[src/rtl/ufeed_acq_pkg.sv]
// ---------------------------------------------------------------------------
// ufeed_acq_pkg
// Shared types and constants for the motor Ufeed ADC acquisition block.
//   acq_state_t : frame sequencer states
//   ADC_W       : ADC frame width in bits
//   AVG_DEPTH   : conversions averaged per strobe (UFEED_AVG_EN builds)
//   ACC_W       : accumulator width for the averaging sum
// ---------------------------------------------------------------------------
package ufeed_acq_pkg;

  typedef enum logic [2:0] {
    ST_IDLE  = 3'd0,
    ST_SETUP = 3'd1,
    ST_SHIFT = 3'd2,
    ST_HOLD  = 3'd3,
    ST_OUT   = 3'd4
  } acq_state_t;

  localparam int ADC_W     = 16;
  localparam int AVG_DEPTH = 4;
  localparam int ACC_W     = 18;

endpackage

[src/rtl/motor_ufeed_acq_spi_rx.sv]
// ---------------------------------------------------------------------------
// ufeed_spi_rx
// SPI receive engine: generates SCLK and shifts in one ADC_W-bit frame.
// A start pulse raises SCLK on the following cycle; SCLK then toggles every
// clk_div cycles for 2*ADC_W half-periods, and sdo is sampled at each edge
// of clk where SCLK goes high (MSB first). done pulses in the last cycle of
// the final low half-period, when data holds the complete word.
// Ports:
//   clk, rst  : clock, asynchronous active-high reset
//   start     : one-cycle frame start
//   clk_div   : SCLK half-period in clk cycles (>= 2)
//   sdo       : serial data from the ADC
//   done      : one-cycle end-of-frame pulse
//   data      : received word
//   sclk      : serial clock, idle low
// ---------------------------------------------------------------------------
module ufeed_spi_rx
  import ufeed_acq_pkg::*;
(
  input  logic             clk,
  input  logic             rst,
  input  logic             start,
  input  logic [7:0]       clk_div,
  input  logic             sdo,
  output logic             done,
  output logic [ADC_W-1:0] data,
  output logic             sclk
);

  localparam logic [5:0] LAST_HALF = 6'(2*ADC_W - 1);

  logic             active_q;
  logic [7:0]       div_cnt_q;
  logic [5:0]       half_cnt_q;
  logic             sclk_q;
  logic [ADC_W-1:0] shreg_q;
  logic             half_end;
  logic             shift_en;

  assign half_end = active_q && (div_cnt_q == clk_div - 8'd1);
  assign done     = half_end && (half_cnt_q == LAST_HALF);
  // A rising SCLK transition happens at start and at each low->high toggle.
  assign shift_en = start || (half_end && !done && !sclk_q);
  assign data     = shreg_q;
  assign sclk     = sclk_q;

  always_ff @(posedge clk or posedge rst) begin
    if (rst) begin
      active_q   <= 1'b0;
      div_cnt_q  <= '0;
      half_cnt_q <= '0;
      sclk_q     <= 1'b0;
    end else if (start) begin
      active_q   <= 1'b1;
      div_cnt_q  <= '0;
      half_cnt_q <= '0;
      sclk_q     <= 1'b1;
    end else if (half_end) begin
      div_cnt_q <= '0;
      if (done) begin
        active_q <= 1'b0;
        sclk_q   <= 1'b0;
      end else begin
        half_cnt_q <= half_cnt_q + 6'd1;
        sclk_q     <= ~sclk_q;
      end
    end else if (active_q) begin
      div_cnt_q <= div_cnt_q + 8'd1;
    end
  end

  // Shift register is pure datapath; its content is only consumed after a
  // full frame has overwritten every bit.
  always_ff @(posedge clk) begin
    if (shift_en) shreg_q <= {shreg_q[ADC_W-2:0], sdo};
  end

endmodule

[src/rtl/motor_ufeed_acq.sv]
// ---------------------------------------------------------------------------
// motor_ufeed_acq
// Periodic acquisition of the motor feed voltage (Ufeed) from a serial ADC.
// A period counter issues ticks every max(sample_period_i,1) cycles while
// acq_en_i is high; each tick accepted in IDLE runs one CS/SCLK frame and
// strobes the result. Ticks arriving during a frame are dropped and set the
// sticky overrun flag (set wins over clear).
// Build option: define UFEED_AVG_EN to average AVG_DEPTH conversions and
// strobe once per group with the truncated mean; otherwise every conversion
// is strobed raw.
// Ports:
//   clk_i, rst_i        : clock, asynchronous active-high reset
//   acq_en_i            : enable periodic acquisition
//   sample_period_i     : conversion period in clk_i cycles
//   adc_cs_n_o          : ADC chip select (active low)
//   adc_sclk_o          : ADC serial clock (idle low)
//   adc_sdo_i           : ADC serial data, MSB first
//   motor_Ufeed_en_o    : one-cycle sample valid strobe
//   motor_Ufeed_o       : sample value, held between strobes
//   overrun_o           : sticky overrun flag
//   overrun_clr_i       : overrun clear
// Parameters: CLK_DIV (SCLK half-period), CS_SETUP, CS_HOLD (>= 1).
// ---------------------------------------------------------------------------
module motor_ufeed_acq
  import ufeed_acq_pkg::*;
#(
  parameter int CLK_DIV  = 4,
  parameter int CS_SETUP = 2,
  parameter int CS_HOLD  = 2
) (
  input  logic        clk_i,
  input  logic        rst_i,
  input  logic        acq_en_i,
  input  logic [15:0] sample_period_i,
  output logic        adc_cs_n_o,
  output logic        adc_sclk_o,
  input  logic        adc_sdo_i,
  output logic        motor_Ufeed_en_o,
  output logic [15:0] motor_Ufeed_o,
  output logic        overrun_o,
  input  logic        overrun_clr_i
);

  localparam logic [15:0] SETUP_LAST = 16'(CS_SETUP - 1);
  localparam logic [15:0] HOLD_LAST  = 16'(CS_HOLD - 1);

  acq_state_t       state_q, state_d;
  logic [15:0]      phase_cnt_q;
  logic             run_q;
  logic [15:0]      per_cnt_q;
  logic [15:0]      reload;
  logic             tick;
  logic             spi_start;
  logic             spi_done;
  logic             spi_sclk;
  logic [ADC_W-1:0] spi_data;
  logic             frame_done;
  logic             overrun_q;
  logic [15:0]      ufeed_q;

  // Period counter: loads on enable and at every tick, ticks at zero.
  assign reload = (sample_period_i == 16'd0) ? 16'd0 : sample_period_i - 16'd1;
  assign tick   = acq_en_i && run_q && (per_cnt_q == 16'd0);

  always_ff @(posedge clk_i or posedge rst_i) begin
    if (rst_i) begin
      run_q     <= 1'b0;
      per_cnt_q <= '0;
    end else if (!acq_en_i) begin
      run_q     <= 1'b0;
      per_cnt_q <= '0;
    end else if (!run_q || tick) begin
      run_q     <= 1'b1;
      per_cnt_q <= reload;
    end else begin
      per_cnt_q <= per_cnt_q - 16'd1;
    end
  end

  // Frame sequencer
  always_comb begin
    state_d    = state_q;
    spi_start  = 1'b0;
    frame_done = 1'b0;
    case (state_q)
      ST_IDLE:  if (tick) state_d = ST_SETUP;
      ST_SETUP: if (phase_cnt_q == SETUP_LAST) begin
                  state_d   = ST_SHIFT;
                  spi_start = 1'b1;
                end
      ST_SHIFT: if (spi_done) state_d = ST_HOLD;
      ST_HOLD:  if (phase_cnt_q == HOLD_LAST) begin
                  state_d    = ST_OUT;
                  frame_done = 1'b1;
                end
      ST_OUT:   state_d = ST_IDLE;
      default:  state_d = ST_IDLE;
    endcase
  end

  always_ff @(posedge clk_i or posedge rst_i) begin
    if (rst_i) begin
      state_q     <= ST_IDLE;
      phase_cnt_q <= '0;
    end else begin
      state_q <= state_d;
      if (state_d != state_q)
        phase_cnt_q <= '0;
      else if (state_q == ST_SETUP || state_q == ST_HOLD)
        phase_cnt_q <= phase_cnt_q + 16'd1;
    end
  end

  ufeed_spi_rx u_spi_rx (
    .clk     (clk_i),
    .rst     (rst_i),
    .start   (spi_start),
    .clk_div (8'(CLK_DIV)),
    .sdo     (adc_sdo_i),
    .done    (spi_done),
    .data    (spi_data),
    .sclk    (spi_sclk)
  );

  assign adc_cs_n_o = !(state_q == ST_SETUP || state_q == ST_SHIFT || state_q == ST_HOLD);
  assign adc_sclk_o = spi_sclk && (state_q == ST_SHIFT);

  // Overrun: a dropped tick sets the flag and takes priority over clear.
  always_ff @(posedge clk_i or posedge rst_i) begin
    if (rst_i)
      overrun_q <= 1'b0;
    else if (tick && state_q != ST_IDLE)
      overrun_q <= 1'b1;
    else if (overrun_clr_i)
      overrun_q <= 1'b0;
  end

  assign overrun_o = overrun_q;

`ifdef UFEED_AVG_EN
  localparam logic [1:0] AVG_LAST = 2'(AVG_DEPTH - 1);

  logic [ACC_W-1:0] acc_q;
  logic [ACC_W-1:0] acc_sum;
  logic [1:0]       avg_cnt_q;
  logic             avg_hit_q;

  assign acc_sum = acc_q + ACC_W'(spi_data);

  // A conversion finishing while disabled is discarded with the group.
  always_ff @(posedge clk_i or posedge rst_i) begin
    if (rst_i) begin
      acc_q     <= '0;
      avg_cnt_q <= '0;
      avg_hit_q <= 1'b0;
      ufeed_q   <= '0;
    end else if (frame_done && acq_en_i) begin
      if (avg_cnt_q == AVG_LAST) begin
        ufeed_q   <= acc_sum[ACC_W-1 -: ADC_W];
        acc_q     <= '0;
        avg_cnt_q <= '0;
        avg_hit_q <= 1'b1;
      end else begin
        acc_q     <= acc_sum;
        avg_cnt_q <= avg_cnt_q + 2'd1;
        avg_hit_q <= 1'b0;
      end
    end else begin
      avg_hit_q <= 1'b0;
      if (!acq_en_i) begin
        acc_q     <= '0;
        avg_cnt_q <= '0;
      end
    end
  end

  assign motor_Ufeed_en_o = (state_q == ST_OUT) && avg_hit_q;
`else
  always_ff @(posedge clk_i or posedge rst_i) begin
    if (rst_i)
      ufeed_q <= '0;
    else if (frame_done)
      ufeed_q <= spi_data;
  end

  assign motor_Ufeed_en_o = (state_q == ST_OUT);
`endif

  assign motor_Ufeed_o = ufeed_q;

endmodule

[config.mk]
export PLATFORM = sky130hd
export DESIGN_NAME = motor_ufeed_acq
export DESIGN_NICKNAME = d
export VERILOG_FILES = /design/src/rtl/ufeed_acq_pkg.sv /design/src/rtl/motor_ufeed_acq_spi_rx.sv /design/src/rtl/motor_ufeed_acq.sv
export SDC_FILE = /design/constraint.sdc
export NUM_CORES = 1
export LEC_CHECK = 0
export ABC_AREA = 1
export CAP_MARGIN = 20
export CORE_MARGIN = 2
export CORE_UTILIZATION = 50
export DETAILED_ROUTE_END_ITERATION = 16
export PLACE_DENSITY = 0.7
export RECOVER_POWER = 50
export SETUP_SLACK_MARGIN = 0.15
export SLEW_MARGIN = 25
export SYNTH_ARGS = -nofsm -noshare
export SYNTH_HDL_FRONTEND = slang
export SYNTH_SLANG_ARGS = --single-unit
[constraint.sdc]
create_clock -name clk_i -period 4 [get_ports clk_i]
set_input_delay 0.4 -clock clk_i [delete_from_list [all_inputs] [get_ports clk_i]]
set_output_delay 0.4 -clock clk_i [all_outputs]
set_load 0.005 [all_outputs]
==> run summary, run 1 <==
The floorplan row count came out at 36. The total die area came out at 0.01061 mm². After the last flow step, the layout net total stands at 690. The switching fraction of total power came out at 27.97%.

The via density per instance is 4.976. The arrival time of data at the critical path endpoint is 2750 ps. The clock arrives with 11.63 ps of skew.

In the synthesized netlist the async set-or-reset flop fraction comes to 81.18%. The proportion of power drawn by flip-flops and latches came out at 54.4%. Of the total power, the clock network draws 36.0%. The initial standard-cell utilization of the core came out at 50.86%. VDD sags by at most 168.8 µV. The post-detailed-route wirelength per cell came out at 12.18 µm.

The count of unresolved DRC violations after routing is 0. The critical path capture point type is a flip-flop. The count of nets left with antenna violations once routing finished came out at 0.

The total vias in the final route came out at 3976. The aggregate global-route resource usage is 19.77%. The maximum buffer depth of the clock tree is 2. The proportion of layout cells with a drive suffix above 1 came out at 9.459%. The switching power is 0.0004667 W. The total clock sinks came out at 85.

The critical path starts at phase_cnt_q[1]$_DFFE_PP0P_. The flow ran to the end, and the final reports show no timing, DRC or antenna violations. Summed over all failing endpoints, the final setup total negative slack is 0 ps.

The minimum setup slack among reg-to-reg paths is 1490 ps. The tree is rooted in a sky130_fd_sc_hd__clkbuf_8. The type of the worst min-delay path is reg2reg. Static timing analysis puts the maximum clock frequency at 398.6 MHz. The worst setup path is of the reg2reg kind. The cell internal power dissipation is 0.001202 W.

The kind of start point of the critical path is a flip-flop. In the synthesized netlist the dominant register cell turns out to be sky130_fd_sc_hd__dfrtp_1. Setup repair after global routing left no endpoint under its margin. Per report_power, the combinational group accounts for 9.6% of the total. The signed area change from the synthesized netlist to the final layout is 13.78%.

The floorplan step defined a core boundary enclosing 0.009639 mm². The total count of hold-check failures in the final report came out at 0. Summed over all instances, the cell type with the most area after synthesis is sky130_fd_sc_hd__dfrtp_1.

The vertical extent of the die came out at 103.0 µm. The horizontal extent of the die came out at 103.0 µm. The number of global-route vias before repair came to 3749.

The count of antenna diodes in the layout is 0. The number of gates resized after CTS was 0. The worst slew margin relative to its limit is 27.35%. The area of the mapped netlist is 0.004902 mm². The area share of the largest cell type after synthesis is 35.22%. The startpoint identified for the worst register-to-register timing path is phase_cnt_q[1]$_DFFE_PP0P_. The total of endpoints with negative setup slack in the final report came out at 0.

The count of TritonRoute iterations in the first routing pass came out at 6. The transition time at the pin with the least slew margin came out at 1086 ps. The number of hold buffers added after CTS came out at 0. The total overflow left after global routing is 0. The clock buffer count from CTS came out at 9.

The portion of the post-synthesis area used by sequential elements is 45.02%. The number of synthesized flops with an enable pin came out at 16. The last weighted congestion value of the routability-driven placer came out at 0.9242.

The top-level I/O count is 41. The detailed router's first-iteration violation count is 181. The number of antenna violations at the first check in global routing came out at 0. The later-pin clock latency in the skew report came out at 350 ps. During placement, the flow inserted port buffers numbering 40. TritonCTS built the clock tree. Sorting the synthesized cells by area gives the leading types as sky130_fd_sc_hd__dfrtp_1 35%, sky130_fd_sc_hd__nand2_1 14%, sky130_fd_sc_hd__edfxtp_1 9.8%, sky130_fd_sc_hd__nor2_1 6.4%, sky130_fd_sc_hd__nand3_1 5.6%. The net count after synthesis came out at 648. The endpoint of the lowest-slack register-to-register path is motor_Ufeed_o[11]$_DFFE_PP0P_.

Max-cap violations in this run came to 0. After clock tree synthesis, the clock-pin slew on the worst setup and hold paths is 100 ps. The slack of the critical path came out at 1491 ps. In this run, synthesis produced a sequential element count of 85.

The total length of routed wires came out at 9729 µm. Detailed placement finished with a half-perimeter wire length of 7280 µm. The cell count after synthesis came out at 619. The pin count of the biggest net entering global routing is 42.

The average cell area after synthesis is 7.920 µm². The buffers inserted during post-CTS setup optimization came out at 0. For this design the ratio of total power to cell area is 299.2 mW/mm².

The worst slack after detailed placement came out at 1505 ps. The number of cell instances on the worst register-to-register path came out at 9. Following the worst setup path forward leads to its endpoint at motor_Ufeed_o[11]$_DFFE_PP0P_.

Synthesis instantiated 38 different standard cells from the library. For this design the static power due to leakage is 2.697 nW. After synthesis, the most frequently instantiated cells are 181 x sky130_fd_sc_hd__nand2_1, 84 x sky130_fd_sc_hd__nor2_1, 69 x sky130_fd_sc_hd__dfrtp_1.

The highest fanout seen on the critical path came out at 18. The ratio of final minimum period to clock period is 62.73%. The number of pins exceeding their max-slew limit in the final report is 0. The worst path in the final design needs a cycle of 2509 ps, including I/O delays and setup. The first-pass GRT wire length came out at 16680 µm. The warning count from the yosys run is 0.

The most frequent cell after synthesis is sky130_fd_sc_hd__nand2_1. The required time of the critical path is 4240 ps. The total number of H-tree levels is 3.
## cell families (layout without fill, tap and decap cells)
logic type | Yosys count | in the layout | synth area share, %
AND/OR/NAND/NOR | 379 | 379 | 36.29
XOR/XNOR | 31 | 31 | 5.539
flip-flops | 85 | 85 | 45.02
AO/OA/AOI/OAI | 35 | 35 | 3.905
adder cells (fa/ha/maj) | 8 | 8 | 2.042
buffers and inverters | 81 | 128 | 7.198
## cells in the final DEF, fill, tap and decap left out, types with 2 or more instances in the layout
master,instances
sky130_fd_sc_hd__a21oi_1,11
sky130_fd_sc_hd__clkbuf_8,9
sky130_fd_sc_hd__clkdlybuf4s50_1,31
sky130_fd_sc_hd__clkinv_4,3
sky130_fd_sc_hd__clkinv_8,2
sky130_fd_sc_hd__dfrtp_1,69
sky130_fd_sc_hd__dlygate4sd3_1,9
sky130_fd_sc_hd__edfxtp_1,16
sky130_fd_sc_hd__ha_1,8
sky130_fd_sc_hd__inv_1,64
sky130_fd_sc_hd__inv_2,5
sky130_fd_sc_hd__inv_8,2
sky130_fd_sc_hd__nand2_1,181
sky130_fd_sc_hd__nand2_2,4
sky130_fd_sc_hd__nand2_4,4
sky130_fd_sc_hd__nand3_1,56
sky130_fd_sc_hd__nand3_2,3
sky130_fd_sc_hd__nand4_1,13
sky130_fd_sc_hd__nor2_1,85
sky130_fd_sc_hd__nor2_2,6
sky130_fd_sc_hd__nor2_4,13
sky130_fd_sc_hd__nor3_1,4
sky130_fd_sc_hd__nor3_2,2
sky130_fd_sc_hd__o21ai_0,15
sky130_fd_sc_hd__o21ai_1,2
sky130_fd_sc_hd__o21bai_1,3
sky130_fd_sc_hd__or2_2,4
sky130_fd_sc_hd__xnor2_1,4
sky130_fd_sc_hd__xor2_1,27
## state kept, by name, indices dropped and copies added, names as in the netlist, 3 cells and up
| register | count |
|---|---|
| motor_Ufeed_o | 16 |
| per_cnt_q | 16 |
| phase_cnt_q | 16 |
| state_q | 3 |
| u_spi_rx.data | 16 |
| u_spi_rx.div_cnt_q | 8 |
| u_spi_rx.half_cnt_q | 6 |
## layout make-up
| type | instances | area [µm²] |
|---|---|---|
| clock buffer | 9 | 123.9 |
| sequential | 85 | 2207 |
| inverter | 70 | 265.3 |
| multi-input combinational | 453 | 2321 |
| clock inverter | 7 | 81.33 |
| timing repair buffer | 42 | 412.9 |
| tap | 133 | 166.4 |
| fill | 914 | 4061 |
## per-stage QoR
stage	area (µm²)	total power (W)	hold WS [ps]	utilization [%]	std cells
floorplan	4902	0.001030	425.4	-	619
global placement	5396	0.001083	433.2	55.98	783
detailed placement	5396	0.001085	439.7	55.98	783
CTS	5602	0.001691	439.9	58.11	799
global route	5578	0.001760	483.3	57.87	799
finish	5578	0.001669	465.8	57.87	799
## power groups by stage
stage | Sequential, W | Combinational [W] | Clock, W
after CTS | 0.000907 | 0.000163 | 0.000622
final | 0.000907 | 0.000160 | 0.000601
after global placement | 0.000924 | 0.000159 | 0
after floorplan | 0.000921 | 0.000110 | 0
after detailed placement | 0.000924 | 0.000161 | 0
after global routing | 0.000909 | 0.000184 | 0.000667
## how the worst min path moves through the flow
stage / start / slack [ps] / cells past startpoint / end
after global routing: u_spi_rx.data[5]$_DFFE_PP_ / 480 / 0 / u_spi_rx.data[6]$_DFFE_PP_
after global placement: u_spi_rx.data[13]$_DFFE_PP_ / 430 / 0 / u_spi_rx.data[14]$_DFFE_PP_
after floorplan: u_spi_rx.data[15]$_DFFE_PP_ / 430 / 2 / motor_Ufeed_o[15]$_DFFE_PP0P_
final: u_spi_rx.data[4]$_DFFE_PP_ / 470 / 0 / u_spi_rx.data[5]$_DFFE_PP_
after detailed placement: u_spi_rx.data[4]$_DFFE_PP_ / 440 / 0 / u_spi_rx.data[5]$_DFFE_PP_
after CTS: rst_i / 440 / 2 / motor_Ufeed_o[7]$_DFFE_PP0P_
## worst max-delay path, stage by stage, from the launching register on
cell	delay (ps)
sky130_fd_sc_hd__dfrtp_1	430
sky130_fd_sc_hd__inv_1	80
sky130_fd_sc_hd__ha_1	180
sky130_fd_sc_hd__nand3_1	100
sky130_fd_sc_hd__nor2_2	170
sky130_fd_sc_hd__nand2_4	90
sky130_fd_sc_hd__nor2_1	820
sky130_fd_sc_hd__inv_2	330
sky130_fd_sc_hd__nand2_1	140
sky130_fd_sc_hd__nand2_1	60
## routing by layer
layer  global-route usage, %  wire (µm)
met1                   25.85       4591
met5                       0          0
met4                   5.364        143
met3                   4.068        325
met2                   33.52       4668
No activity file was read; power rests on OpenSTA's default activity.
==> run 2, diff against run 1 <==
--- a/config.mk
+++ b/config.mk
@@ -10,7 +10,7 @@
 export CORE_MARGIN = 2
 export CORE_UTILIZATION = 50
 export DETAILED_ROUTE_END_ITERATION = 16
-export PLACE_DENSITY = 0.7
+export PLACE_DENSITY = 0.73
 export RECOVER_POWER = 50
 export SETUP_SLACK_MARGIN = 0.15
 export SLEW_MARGIN = 25
==> constraint.sdc (replaced) <==
create_clock -name clk_i -period 2.2 [get_ports clk_i]
set_input_delay 0.22 -clock clk_i [delete_from_list [all_inputs] [get_ports clk_i]]
set_output_delay 0.22 -clock clk_i [all_outputs]
set_load 0.005 [all_outputs]
==> run 2 against run 1 <==
  * The flow now finishes with violations (capacitance limit, slew limit)
  * Combinational power rose by 87%
  * Setup slack worse by 1200 ps
  * Sequential power up 82%
  * Cell count increased by 0.88%
  * Clock-buffer cell count unchanged
  * Global-route usage rose by 1.7 points
  * Hold slack lost 51 ps
==> run summary, run 2 (synthesis gave the netlist of run 1 again) <==
The kind of start point of the critical path is a flip-flop (unchanged). The power share of the clock group is 36.5% (was 36.0%). The required time of the critical path is 1980 ps (was 4240 ps). The number of violations of the max-capacitance limit was 1 (was 0). The worst hold path depth came out at 2 (was 0). The cell internal power dissipation came out at 0.002198 W (was 0.001202 W). The number of pins exceeding their max-slew limit in the final report was 70 (was 0).

The top-level I/O count came out at 41 (unchanged). The worst vdd rail ir drop came out at 291.6 µV (was 168.8 µV). The switching fraction of total power came to 28.38% (was 27.97%). The count of TritonRoute iterations in the first routing pass came to 4 (was 6). The share of power burned in combinational logic was 9.7% (was 9.6%). The class of the most critical setup path was reg2out (was reg2reg). The count of buffers inserted at the top-level ports came out at 40 (unchanged).

The arrival time of data at the critical path endpoint is 1720 ps (was 2750 ps). The total vias in the final route is 4071 (was 3976). The switching power came out at 0.0008708 W (was 0.0004667 W). The critical path capture point type was an output port (was flip-flop). The power density of the placed cells is 540.5 mW/mm² (was 299.2 mW/mm²). The root buffer cell was sky130_fd_sc_hd__clkbuf_8 (unchanged).

The type of the worst min-delay path is in2reg (was reg2reg). The proportion of power drawn by flip-flops and latches is 53.7% (was 54.4%). The initial standard-cell utilization of the core came out at 50.86% (unchanged).

The worst-path cell with the longest stage delay was sky130_fd_sc_hd__clkdlybuf4s50_1 (was sky130_fd_sc_hd__nor2_1). Highest-count cells in the layout ignoring fill and taps: 181 x sky130_fd_sc_hd__nand2_1, 82 x sky130_fd_sc_hd__nor2_1, 66 x sky130_fd_sc_hd__dfrtp_1, 62 x sky130_fd_sc_hd__inv_1, 55 x sky130_fd_sc_hd__nand3_1 (was 181 x sky130_fd_sc_hd__nand2_1, 85 x sky130_fd_sc_hd__nor2_1, 69 x sky130_fd_sc_hd__dfrtp_1, 64 x sky130_fd_sc_hd__inv_1, 56 x sky130_fd_sc_hd__nand3_1). The final HPWL from detailed placement came out at 7443 µm (was 7280 µm). The kind of cell adding the most delay to the critical path is buffers and inverters (was simple AND/OR/NAND/NOR gates).

The total of endpoints with negative setup slack in the final report came out at 0 (unchanged). The area inside the core boundary is 0.009639 mm² (unchanged). The highest fanout seen on the critical path was 5 (was 18). The delay of the slowest cell on the worst path came out at 540 ps (was 820 ps). The TritonCTS clock tree is built (unchanged). The count of unresolved DRC violations after routing is 0 (unchanged). The number of cell instances on the worst register-to-register path was 8 (was 9). The vertical extent of the die came to 103.0 µm (unchanged). The startpoint of the tightest hold check path is overrun_clr_i (was u_spi_rx.data[4]$_DFFE_PP_). The number of antenna violations at the first check in global routing is 0 (unchanged). The total clock sinks is 85 (unchanged). The number of buffer and inverter stages on the critical path came to 2 (unchanged). The total number of H-tree levels is 3 (unchanged). The last weighted congestion value of the routability-driven placer is 0.9750 (was 0.9242).

The leakage power of the design is 2.783 nW (was 2.697 nW). The origin of the critical flop-to-flop path is u_spi_rx.div_cnt_q[0]$_DFFE_PP0P_ (was phase_cnt_q[1]$_DFFE_PP0P_). The later-pin clock latency in the skew report is 380 ps (was 350 ps). The global-route congestion overflow total was 0 (unchanged).

The detailed router's first-iteration violation count came out at 190 (was 181). The number of global-route vias before repair is 4050 (was 3749). The maximum achievable frequency came out at 515.5 MHz. The post-route setup TNS is 0 ps (unchanged).

The horizontal extent of the die was 103.0 µm (unchanged). The ratio of final minimum period to clock period is 88.18%. Cells along the critical path: buf_4, o21ai_1, clkdlybuf4s50_1 (was inv_1, ha_1, nand3_1, nor2_2, nand2_4, nor2_1, inv_2, nand2_1, nand2_1). The aggregate global-route resource usage came out at 21.43% (was 19.77%). The count of antenna diodes in the layout is 0 (unchanged).

The worst slew margin relative to its limit was -2.683% (was 27.35%). The capture endpoint of the worst hold path was overrun_o$_DFFE_PP0P_ (was u_spi_rx.data[5]$_DFFE_PP_). The signed area change from the synthesized netlist to the final layout was 15.80% (was 13.78%). The floorplan row count was 36 (unchanged). The minimum setup slack among reg-to-reg paths is 310 ps (was 1490 ps). The total number of nets in the final design is 697 (was 690). The total length of routed wires came out at 10140 µm (was 9729 µm).

The post-detailed-route wirelength per cell came to 12.58 µm (was 12.18 µm). The commonest non-fill, non-tap cell in the layout is sky130_fd_sc_hd__nand2_1 (unchanged). Unrepaired setup endpoints after global routing: no (unchanged). The total die area is 0.01061 mm² (unchanged). The via density per instance came to 5.051 (was 4.976). The maximum buffer depth of the clock tree came to 2 (unchanged). The final reports fail on capacitance limit, slew limit.

The first-pass GRT wire length came to 17960 µm (was 16680 µm). The total power after layout came out at 0.003068 W (was 0.001669 W). The transition time at the pin with the least slew margin is 1540 ps (was 1086 ps). The time the worst path needs with I/O delays and setup came out at 1940 ps. The clock buffer count from CTS came out at 9 (unchanged). The endpoint of the lowest-slack register-to-register path is u_spi_rx.data[4]$_DFFE_PP_ (was motor_Ufeed_o[11]$_DFFE_PP0P_). The total count of hold-check failures in the final report is 0 (unchanged). The clock-pin slew of the registers on the worst-case setup and hold paths is 100 ps (about the same). The pin count of the biggest net entering global routing came to 70 (was 42). Run status: finished with violations (was completed). The number of nets with antenna violations after detailed routing came out at 0 (unchanged). The proportion of layout cells with a drive suffix above 1 is 11.74% (was 9.459%). The worst-case clock skew was 13.73 ps (was 11.63 ps).
## run 2: cell count changes in the layout (fill, tap and decap cells not counted), sizes merged
cell and delta:
clkdlybuf4s50 +1, inv +2, clkinv -2, buf +7, dlymetal6s2s +1, dlygate4sd3 -2
## run 2: worst max path at each step
stage | endpoint | slack, ps | cells after the start | from
2_1_floorplan | motor_Ufeed_o[0]$_DFFE_PP0P_ | 240 | 1 | rst_i
3_3_place_gp | per_cnt_q[11]$_DFF_PP0_ | 310 | 9 | sample_period_i[8]
3_5_place_dp | u_spi_rx.data[4]$_DFFE_PP_ | 290 | 8 | u_spi_rx.div_cnt_q[0]$_DFFE_PP0P_
4_1_cts | adc_sclk_o | 150 | 6 | state_q[2]$_DFF_PP0_
5_1_grt | state_q[1]$_DFF_PP0_ | 140 | 3 | rst_i
6_report | adc_cs_n_o | 260 | 3 | state_q[0]$_DFF_PP0_
## run 2: power by group through the flow
stage	combinational [W]	clock (W)	sequential (W)
6_report	0.000299	0.00112	0.00165
5_1_grt	0.000344	0.00123	0.00165
4_1_cts	0.000305	0.00116	0.00165
3_5_place_dp	0.000303	0	0.00168
3_3_place_gp	0.000296	0	0.00168
2_1_floorplan	0.000199	0	0.00167
## run 2: per-layer routing
layer / vias to the layer above / global-route usage (%) / share of wire (%)
met3: 23 / 5.831 / 4.3
li1: 2052 / - / -
met1: 1909 / 26.72 / 44
met2: 87 / 35.26 / 49
met5: - / 0 / 0
met4: 0 / 8.907 / 2.2
## run 2: cell type report
cell class / count / area (µm²)
Fill cell: 887 / 3963
Multi-Input combinational cell: 453 / 2356
Sequential cell: 85 / 2211
Timing Repair Buffer: 49 / 467.9
Inverter: 70 / 267.8
Tap cell: 133 / 166.4
Clock buffer: 9 / 123.9
Clock inverter: 7 / 83.83
## run 2: per-stage QoR
step / hold slack [ps] / setup WS, ps / util (%) / cells / instance area (µm²)
after floorplan: 317.6 / 240.1 / - / 619 / 4906
after CTS: 236.3 / 154.8 / 58.87 / 805 / 5674
final: 414.6 / 260.1 / 58.89 / 806 / 5677
after global placement: 429.6 / 311.7 / 56.46 / 787 / 5443
after detailed placement: 435.7 / 291.6 / 56.46 / 787 / 5443
after global routing: 417.5 / 141.9 / 58.89 / 806 / 5677
## run 2: timing repair
item / 4_1_cts / 5_1_grt
hold buffers: 0 / 0
pin swaps: 0 / 0
gates resized for setup: 5 / 7
setup endpoints to repair: 1 / 19
buffers inserted: 2 / 1
hold endpoints to repair: 0 / 0
